### src/rtl/issue_pkg.sv
// Shared types and default latencies for the CDB issue scheduler slice.
package issue_pkg;

    localparam int unsigned NUM_FU      = 4;
    localparam int unsigned DEF_LAT_INT = 1;
    localparam int unsigned DEF_LAT_MEM = 3;
    localparam int unsigned DEF_LAT_MUL = 4;
    localparam int unsigned DEF_LAT_DIV = 6;
    localparam int unsigned DEF_MAX_LAT = 6;

    typedef logic [1:0] fu_idx_t;

    typedef enum logic [1:0] {
        FU_INT = 2'd0,
        FU_MEM = 2'd1,
        FU_MUL = 2'd2,
        FU_DIV = 2'd3
    } fu_e;

    function automatic logic [NUM_FU-1:0] fu_onehot(input fu_idx_t idx);
        return (NUM_FU)'(1) << idx;
    endfunction

endpackage

### src/rtl/cdb_issue_scheduler_slot_tracker.sv
// CDB reservation shift register: slot k is the bus k cycles from now, slot 0 drives the CDB.
module cdb_slot_tracker #(
    parameter int unsigned DEPTH = 6,
    parameter int unsigned IDXW  = 3
) (
    input  logic            clk,
    input  logic            rst,
    input  logic            i_res_vld,
    input  logic [IDXW-1:0] i_res_idx,
    input  logic [1:0]      i_res_own,
    output logic [DEPTH-1:0] o_occ,
    output logic            o_cdb_valid,
    output logic [1:0]      o_cdb_src
);

    logic [DEPTH-1:0]      r_occ;
    logic [DEPTH-1:0][1:0] r_own;
    logic [DEPTH-1:0]      w_occ_nxt;
    logic [DEPTH-1:0][1:0] w_own_nxt;

    // Shift toward slot 0 first, then land the new reservation on the post-shift index.
    always_comb begin
        w_occ_nxt = r_occ >> 1;
        w_own_nxt = r_own >> 2;
        if (i_res_vld) begin
            w_occ_nxt[i_res_idx] = 1'b1;
            w_own_nxt[i_res_idx] = i_res_own;
        end
    end

    always_ff @(posedge clk) begin
        if (rst) begin
            r_occ <= '0;
            r_own <= '0;
        end else begin
            r_occ <= w_occ_nxt;
            r_own <= w_own_nxt;
        end
    end

    assign o_occ       = r_occ;
    assign o_cdb_valid = r_occ[0];
    assign o_cdb_src   = r_occ[0] ? r_own[0] : 2'b00;

endmodule

### src/rtl/cdb_issue_scheduler.sv
// Single-issue round-robin scheduler for INT/MEM/MUL/DIV that reserves the CDB at issue time
// and holds off the non-pipelined divider while it is busy.
module cdb_issue_scheduler
    import issue_pkg::*;
#(
    parameter int unsigned LAT_INT = DEF_LAT_INT,
    parameter int unsigned LAT_MEM = DEF_LAT_MEM,
    parameter int unsigned LAT_MUL = DEF_LAT_MUL,
    parameter int unsigned LAT_DIV = DEF_LAT_DIV,
    parameter int unsigned MAX_LAT = DEF_MAX_LAT
) (
    input  logic       clk,
    input  logic       rst,
    input  logic [3:0] req,
    output logic [3:0] grant,
    output logic       cdb_valid,
    output logic [1:0] cdb_src,
    output logic       div_busy
);

    localparam int unsigned IDXW = (MAX_LAT > 1) ? $clog2(MAX_LAT) : 1;
    localparam int unsigned CNTW = $clog2(MAX_LAT) + 1;
    localparam int unsigned LAT_A = (LAT_INT > LAT_MEM) ? LAT_INT : LAT_MEM;
    localparam int unsigned LAT_B = (LAT_MUL > LAT_DIV) ? LAT_MUL : LAT_DIV;
    localparam int unsigned LAT_TOP = (LAT_A > LAT_B) ? LAT_A : LAT_B;

    if (MAX_LAT != LAT_TOP
        || LAT_INT < 1 || LAT_MEM < 1 || LAT_MUL < 1 || LAT_DIV < 1) begin : g_bad_latency
        $error("cdb_issue_scheduler: MAX_LAT must equal the largest LAT_* and every LAT_* must be 1..MAX_LAT");
    end

    logic [MAX_LAT-1:0] w_occ;
    logic [MAX_LAT:0]   w_occ_ext;
    logic [NUM_FU-1:0]  w_free;
    logic [NUM_FU-1:0]  w_elig;
    logic               w_gvalid;
    fu_idx_t            w_gidx;
    logic [IDXW-1:0]    w_res_idx;
    fu_idx_t            r_rr_ptr;
    logic [CNTW-1:0]    r_div_cnt;

    // Extra zero bit above the tracker makes a MAX_LAT-cycle slot always read as free.
    assign w_occ_ext = {1'b0, w_occ};

    assign w_free[FU_INT] = ~w_occ_ext[LAT_INT];
    assign w_free[FU_MEM] = ~w_occ_ext[LAT_MEM];
    assign w_free[FU_MUL] = ~w_occ_ext[LAT_MUL];
    assign w_free[FU_DIV] = ~w_occ_ext[LAT_DIV];

    assign w_elig = req & w_free & {(r_div_cnt == '0), 3'b111};

    always_comb begin
        w_gvalid = 1'b0;
        w_gidx   = r_rr_ptr;
        for (int unsigned off = 0; off < NUM_FU; off++) begin
            if (!w_gvalid && w_elig[r_rr_ptr + fu_idx_t'(off)]) begin
                w_gvalid = 1'b1;
                w_gidx   = r_rr_ptr + fu_idx_t'(off);
            end
        end
        if (rst) begin
            w_gvalid = 1'b0;
        end
    end

    assign grant = w_gvalid ? fu_onehot(w_gidx) : '0;

    always_comb begin
        w_res_idx = '0;
        case (w_gidx)
            FU_INT:  w_res_idx = IDXW'(LAT_INT - 1);
            FU_MEM:  w_res_idx = IDXW'(LAT_MEM - 1);
            FU_MUL:  w_res_idx = IDXW'(LAT_MUL - 1);
            FU_DIV:  w_res_idx = IDXW'(LAT_DIV - 1);
            default: w_res_idx = '0;
        endcase
    end

    always_ff @(posedge clk) begin
        if (rst) begin
            r_rr_ptr <= '0;
        end else if (w_gvalid) begin
            r_rr_ptr <= w_gidx + 2'd1;
        end
    end

    always_ff @(posedge clk) begin
        if (rst) begin
            r_div_cnt <= '0;
        end else if (w_gvalid && (w_gidx == FU_DIV)) begin
            r_div_cnt <= CNTW'(LAT_DIV - 1);
        end else if (r_div_cnt != '0) begin
            r_div_cnt <= r_div_cnt - 1'b1;
        end
    end

    assign div_busy = (r_div_cnt != '0);

    cdb_slot_tracker #(
        .DEPTH (MAX_LAT),
        .IDXW  (IDXW)
    ) u_slots (
        .clk         (clk),
        .rst         (rst),
        .i_res_vld   (w_gvalid),
        .i_res_idx   (w_res_idx),
        .i_res_own   (w_gidx),
        .o_occ       (w_occ),
        .o_cdb_valid (cdb_valid),
        .o_cdb_src   (cdb_src)
    );

endmodule

### config.mk
export PLATFORM = sky130hd
export DESIGN_NAME = cdb_issue_scheduler
export DESIGN_NICKNAME = d
export VERILOG_FILES = /design/src/rtl/issue_pkg.sv /design/src/rtl/cdb_issue_scheduler_slot_tracker.sv /design/src/rtl/cdb_issue_scheduler.sv
export SDC_FILE = /design/constraint.sdc
export NUM_CORES = 1
export LEC_CHECK = 0
export CAP_MARGIN = 10
export CORE_MARGIN = 2
export CORE_UTILIZATION = 49
export CTS_BUF_LIST = sky130_fd_sc_hd__clkbuf_4 sky130_fd_sc_hd__clkbuf_8 sky130_fd_sc_hd__clkbuf_16
export DETAILED_ROUTE_END_ITERATION = 12
export PLACE_DENSITY = 0.86
export SKIP_CTS_REPAIR_TIMING = 1
export SLEW_MARGIN = 20
export SYNTH_ARGS = -nofsm -noshare
export SYNTH_HDL_FRONTEND = slang
export SYNTH_HIERARCHICAL = 1
export SYNTH_SLANG_ARGS = --single-unit
export TNS_END_PERCENT = 20
### constraint.sdc
create_clock -name clk -period 2.7 [get_ports clk]
set_input_delay 0.54 -clock clk [delete_from_list [all_inputs] [get_ports clk]]
set_output_delay 0.54 -clock clk [all_outputs]
set_load 0.01 [all_outputs]
## Yosys cells after proc, flatten, opt, wreduce, memory -nomap -nowiden

Index checks and enable logic that the tools add are counted.

| cells by class | value |
|---|---|
| add/sub/neg operators | 5 |
| order comparisons | 6 |
| eq/ne operators | 3 |
| shift-type cells | 1 |
| muxes and demuxes | 28 |
| bitwise operators | 7 |
| reduce and logical (&&, ||, !) cells | 14 |

Operators with widths:

| cell | number |
|---|---|
| 12-bit bitwise mux | 1 |
| 2-bit by 3-bit less-than comparator with 1-bit output, second input constant | 4 |
| 3-bit one-hot mux with 4 select lines | 1 |
| 1-bit two-way mux | 10 |
| 10-bit two-way mux | 1 |
| 2-bit two-way mux | 5 |
| 4-bit AND | 2 |
| 1-bit binary-select mux with 2-bit select | 4 |
| 2-bit demux with 3-bit select | 1 |
| 3-bit two-way mux | 2 |
| 5-bit by 6-bit bitwise OR with 6-bit output | 1 |
| 1-bit logical AND | 5 |
| 5-bit two-way mux | 1 |
| 2-bit by 1-bit adder with 2-bit output, second input constant | 2 |
| 2-bit adder, second input constant | 2 |
| 2-bit equality test, second input constant | 2 |
| 4-bit zero test | 1 |
| 3-bit by 4-bit less-than comparator with 1-bit output, second input constant | 1 |
| 4-bit two-way mux | 1 |
| 1-bit inverter | 4 |
| 4-bit nonzero test | 1 |
| 2-bit OR reduction | 2 |
| 1-bit by 2-bit << shifter with 4-bit output, first input constant | 1 |
| 4-bit by 1-bit subtractor with 4-bit output, second input constant | 1 |
| other kinds (6) | 8 |

| storage, ports and cells | value |
|---|---|
| register bits | 24 |
| input port bits | 6 |
| output and inout port bits | 8 |
| logic and storage cells | 75 |

## Longest topological paths before layout

Gate-level depths: netlist of run 1.

| logic depth | value |
|---|---|
| word-level depth | 23 |
| depth in mapped cells | 10 |
| depth with buffers taken out | 10 |

## Hierarchy

Netlist of run 1, hierarchy kept.

By module, submodules not included:

| module | instances | cells an instance | area an instance (µm²) | seq. area each (µm²) |
|---|---|---|---|---|
| cdb_slot_tracker | 1 | 63 | 693.2 | 360.3 |
| cdb_issue_scheduler | 1 | 63 | 535.5 | 120.1 |

## Worst setup path after synthesis of run 1

OpenSTA, ideal clock, no wires.

| path | value |
|---|---|
| path kind | input-to-reg |
| start | input port req[0] |
| end | register u_slots/r_own[0] in the netlist's numbering |
| setup time | 122 ps |
| arrival | 2613 ps |
| required time | 2578 ps |
| slack | -35 ps |
| stages on the path | 8 |
| buffers on the path | 0 |
| path through | or2b_2 > nand3_1 > a2111oi_4 > inv_1 > ha_1 > or2_2 > or4b_4 > mux2i_1 |

| on the way | value |
|---|---|
| longest elaborated chain between the ends | 22 |
| elaborated cells between the ends (all ways) | 36 |
| those cells by class | order compare: 2; eq/ne: 3; mux: 21; bitwise: 2; reduce/logical: 8 |

Ends and longest elaborated chain:

| item | RTL line | source |
|---|---|---|
| start, declared | cdb_issue_scheduler.sv:14 | `input logic [3:0] req,` |
| 4-bit AND (*) (2 in a row) | cdb_issue_scheduler.sv:50 | `assign w_elig = req & w_free & {(r_div_cnt == '0), 3'b111};` |
| 1-bit binary-select mux with 2-bit select | cdb_issue_scheduler.sv:56 | `if (!w_gvalid && w_elig[r_rr_ptr + fu_idx_t'(off)]) begin` |
| 1-bit two-way mux (not written as such) | cdb_issue_scheduler.sv:56 |  |
| 1-bit two-way mux | cdb_issue_scheduler.sv:56 |  |
| 1-bit zero test | cdb_issue_scheduler.sv:56 |  |
| 1-bit logical AND | cdb_issue_scheduler.sv:56 |  |
| 1-bit two-way mux | cdb_issue_scheduler.sv:56 |  |
| 1-bit zero test | cdb_issue_scheduler.sv:56 |  |
| [... 5 more ...] | - |  |
| named net w_gidx[0] | cdb_issue_scheduler.sv:37 | `fu_idx_t w_gidx;` |
| [... 1 more ...] | - |  |
| 3-bit one-hot mux with 4 select lines (*) | cdb_issue_scheduler.sv:70 | `case (w_gidx)` |
| named net w_res_idx[0] | cdb_issue_scheduler.sv:38 | `logic [IDXW-1:0] w_res_idx;` |
| 3-bit by 4-bit less-than comparator with 1-bit output (not written as such) / 3-bit by 1-bit greater-or-equal comparator with 1-bit output (equally long branches) | cdb_issue_scheduler_slot_tracker.sv:27 | `w_own_nxt[i_res_idx] = i_res_own;` |
| 1-bit logical AND (not written as such) | cdb_issue_scheduler_slot_tracker.sv:27 |  |
| 2-bit two-way mux (not written as such) | cdb_issue_scheduler_slot_tracker.sv:27 |  |
| 2-bit demux with 3-bit select (*) | - |  |
| 12-bit bitwise mux (*) | cdb_issue_scheduler_slot_tracker.sv:27 |  |
| 10-bit two-way mux (*) | cdb_issue_scheduler_slot_tracker.sv:25 | `if (i_res_vld) begin` |
| end signal, assigned | cdb_issue_scheduler_slot_tracker.sv:37 | `r_own <= w_own_nxt;` |
| end, declared | cdb_issue_scheduler_slot_tracker.sv:17 | `logic [DEPTH-1:0][1:0] r_own;` |

Mark *: on every way through the listed nets, which the timed path passes. The rest lies on a longest branch. The select of a mux whose other input is x is not followed.
A chain may end at the register's enable or synchronous reset.

## Worst setup path in the final report of run 1

| path | value |
|---|---|
| start | register r_div_cnt[1] |
| end | output port grant[2] |

| on the way | value |
|---|---|
| longest elaborated chain between the ends | 16 |
| elaborated cells between the ends (all ways) | 26 |
| those cells by class | shift: 1; mux: 17; bitwise: 1; reduce/logical: 7 |

Ends and longest elaborated chain:

| item | RTL line | source |
|---|---|---|
| start, declared | cdb_issue_scheduler.sv:40 | `logic [CNTW-1:0] r_div_cnt;` |
| start signal, assigned | cdb_issue_scheduler.sv:91 | `r_div_cnt <= CNTW'(LAT_DIV - 1);` |
| start signal, assigned | cdb_issue_scheduler.sv:93 | `r_div_cnt <= r_div_cnt - 1'b1;` |
| 4-bit zero test (*) | cdb_issue_scheduler.sv:50 |  |
| 4-bit AND (*) | cdb_issue_scheduler.sv:50 |  |
| 1-bit binary-select mux with 2-bit select | cdb_issue_scheduler.sv:56 |  |
| 1-bit two-way mux (not written as such) | cdb_issue_scheduler.sv:56 |  |
| 1-bit two-way mux | cdb_issue_scheduler.sv:56 |  |
| 1-bit zero test | cdb_issue_scheduler.sv:56 |  |
| 1-bit logical AND | cdb_issue_scheduler.sv:56 |  |
| 1-bit two-way mux | cdb_issue_scheduler.sv:56 |  |
| 1-bit zero test | cdb_issue_scheduler.sv:56 |  |
| 1-bit logical AND | cdb_issue_scheduler.sv:56 |  |
| 1-bit two-way mux | cdb_issue_scheduler.sv:56 |  |
| 1-bit zero test | cdb_issue_scheduler.sv:56 |  |
| 1-bit logical AND | cdb_issue_scheduler.sv:56 |  |
| 2-bit two-way mux (*) | cdb_issue_scheduler.sv:56 |  |
| named net w_gidx[0] | cdb_issue_scheduler.sv:37 |  |
| 1-bit by 2-bit << shifter with 4-bit output (*) | issue_pkg.sv:21 | `return (NUM_FU)'(1) << idx;` |
| 4-bit two-way mux (*) | cdb_issue_scheduler.sv:66 | `assign grant = w_gvalid ? fu_onehot(w_gidx) : '0;` |
| end, declared | cdb_issue_scheduler.sv:15 | `output logic [3:0] grant,` |

Marked as above.

==> results of run 1 <==
## layout by cell type (no fill, tap or decap), types with 2 or more instances in the layout
| cell type | count |
|---|---|
| a211oi_1 | 3 |
| a21oi_1 | 6 |
| and2_1 | 4 |
| and2_4 | 2 |
| buf_2 | 2 |
| buf_4 | 22 |
| buf_6 | 3 |
| clkbuf_4 | 3 |
| clkdlybuf4s50_1 | 5 |
| dfxtp_1 | 22 |
| dfxtp_2 | 2 |
| dlymetal6s2s_1 | 4 |
| ha_4 | 3 |
| inv_1 | 5 |
| inv_2 | 3 |
| mux2i_1 | 10 |
| nand2_1 | 2 |
| nand2b_1 | 14 |
| nand3b_1 | 2 |
| nand4b_1 | 4 |
| nand4bb_1 | 2 |
| nor2_1 | 3 |
| nor3_1 | 2 |
| nor3_2 | 2 |
| nor3b_1 | 2 |
## where the power goes
group	internal (mW)	leakage, nW	switching, mW
combinational	0.548	0.510	0.470
sequential	0.431	0.196	0.0607
clock	0.150	0.0279	0.112
total	1.13	0.734	0.643
## stage by stage
stage               worst slack [ns]  power, mW  instance area (um2)  setup TNS [ns]
global route                 -0.2340      1.869                 1724         -0.9361
CTS                          -0.6164      1.533                 1540          -2.905
floorplan                    0.01768      1.007                 1226               0
global placement             -0.5479      1.239                 1488          -5.635
detailed placement           -0.6161      1.272                 1488          -7.129
finish                       -0.1537      1.772                 1724         -0.4449
## registers in the layout, summed over array words and instances, names as in the netlist
register and cells:
r_div_cnt 4, r_rr_ptr 2, u_slots/o_occ 6, u_slots/r_own 12
## path summary, 6_finish.rpt
path | to | depth (start not counted) | start | slack [ns]
worst min register to register | u_slots/r_own[3]$_SDFF_PP0_ | 2 | u_slots/r_own[5]$_SDFF_PP0_ | 0.47
worst min-delay path | u_slots/r_own[3]$_SDFF_PP0_ | 2 | u_slots/r_own[5]$_SDFF_PP0_ | 0.47
worst max register to register | u_slots/r_own[0]$_SDFF_PP0_ | 12 | r_div_cnt[1]$_SDFFE_PP0P_ | -0.06
worst max-delay path | grant[2] | 11 | r_div_cnt[1]$_SDFFE_PP0P_ | -0.15
## critical path: stages (launching register included)
cell,delay (ns)
dfxtp_2,0.35
inv_2,0.06
ha_4,0.13
and4bb_4,0.30
nor3b_4,0.07
a2111oi_4,0.34
buf_4,0.18
inv_2,0.04
buf_6,0.11
ha_4,0.14
and2_1,0.12
buf_2,0.13
## routing by layer
layer  track usage (%)  vias to the layer above
met5                 0                        -
met4             6.410                        0
met3             2.500                       14
met2             34.15                       37
met1             22.11                      516
li1                  -                      510
## cell type report
cell class | instances | share of cell area [%]
Multi-Input combinational cell | 90 | 47.10
Sequential cell | 24 | 28.01
Timing Repair Buffer | 36 | 17.92
Tap cell | 30 | 2.177
Clock inverter | 1 | 1.742
Inverter | 8 | 1.742
Clock buffer | 3 | 1.306
==> flow_summary.json, run 1 <==
{
  "hold-worst-slack_ns": 0.4700,
  "powerDensity_nw_per_um2": 1028,
  "grt_pass1_vias": 938,
  "dp_hpwl_um": 1725,
  "final_cells": 192,
  "synth_warnings": 6,
  "cts.sinks": 24,
  "rows": 18,
  "slew_headroom_pct": 70.82,
  "cts_buffers": 3,
  "tritoncts": "yes",
  "hold_class": "reg -> reg",
  "grt-ovfl-total": 0,
  "portBuffers": 13,
  "die_h_um": 53.92,
  "fin_nets": 174,
  "max_freq_ghz": 0.3504,
  "skew_ns": 0.002438,
  "wl_met1_um": 1191,
  "detailedRoute.firstIterationViolations": 19,
  "placedCellCount": 179,
  "totalWireLength_um": 2980,
  "die-area_um2": 2907,
  "fin_ws_ns": -0.1537,
  "insertion_delay_ns": 0.32,
  "startpoint_type": "flip-flop",
  "worst_pin_slew_ns": 0.4362,
  "firstDrtPassIters": 4,
  "num_io_pins": 14,
  "rsz0062_at_grt": "yes",
  "routed.top_layer": "met4",
  "required_ns": 2.16,
  "drv_slew": 0,
  "finalHoldViolCount": 0,
  "place_congestion": 0.7325,
  "synth_area_um2": 1221,
  "setup_viol": 6,
  "cts_root_buffer": "clkbuf_4",
  "fill_cells": 161,
  "status": "complete, but fails checks",
  "synth_cells": 125,
  "start_util_pct": 50.67,
  "vias": 1077,
  "post_drt_wl_per_cell_um": 15.52,
  "antenna_found_initial": 0,
  "fin_crit_ns": 2.854,
  "cp_data_arrival_time_ns": 2.31,
  "drive_gt1_share_pct": 37.65,
  "route.met3.wl_um": 118,
  "regArea_um2": 483.0,
  "antenna_cells_inserted": 0,
  "core_area_um2": 2410,
  "area_growth_pct": 41.19,
  "fin_crit_sh_pct": 105.7,
  "synth.avg_cell_area_um2": 9.769,
  "fin_util_pct": 71.55,
  "clock_path_buffers": 2,
  "grt_max_degree": 27,
  "avgViaCountPerCell": 5.609,
  "ir_worst_vdd_mv": 0.8603,
  "violations": "setup timing",
  "grtUsageTotal_pct": 18.68,
  "syn-num-nets": 136,
  "leakage_nw": 0.7339,
  "h-tree-depth": 1,
  "multi_input_area_um2": 812.0,
  "cp_max_fo": 5,
  "die_width_um": 53.92,
  "drv_cap": 0,
  "drtAntennaViolNets": 0,
  "path_class": "reg -> out",
  "route.met2.wl_um": 1569,
  "route.detailed.drc": 0,
  "cts.clk_slew.worst_paths_ns": 0.13,
  "grt_pass1_wl_um": 3967,
  "worstSetupEndpointType": "output pin"
}
Note: power is estimated with default switching activity, not from simulation.
==> inputs of run 2 (changes only) <==
--- a/config.mk
+++ b/config.mk
@@ -11,6 +11,7 @@
 export CTS_BUF_LIST = sky130_fd_sc_hd__clkbuf_4 sky130_fd_sc_hd__clkbuf_8 sky130_fd_sc_hd__clkbuf_16
 export DETAILED_ROUTE_END_ITERATION = 12
 export PLACE_DENSITY = 0.86
+export RECOVER_POWER = 25
 export SKIP_CTS_REPAIR_TIMING = 1
 export SLEW_MARGIN = 20
 export SYNTH_ARGS = -nofsm -noshare
==> results of run 2 <==
Final layout, timing and power as in run 1 (identical DEF).
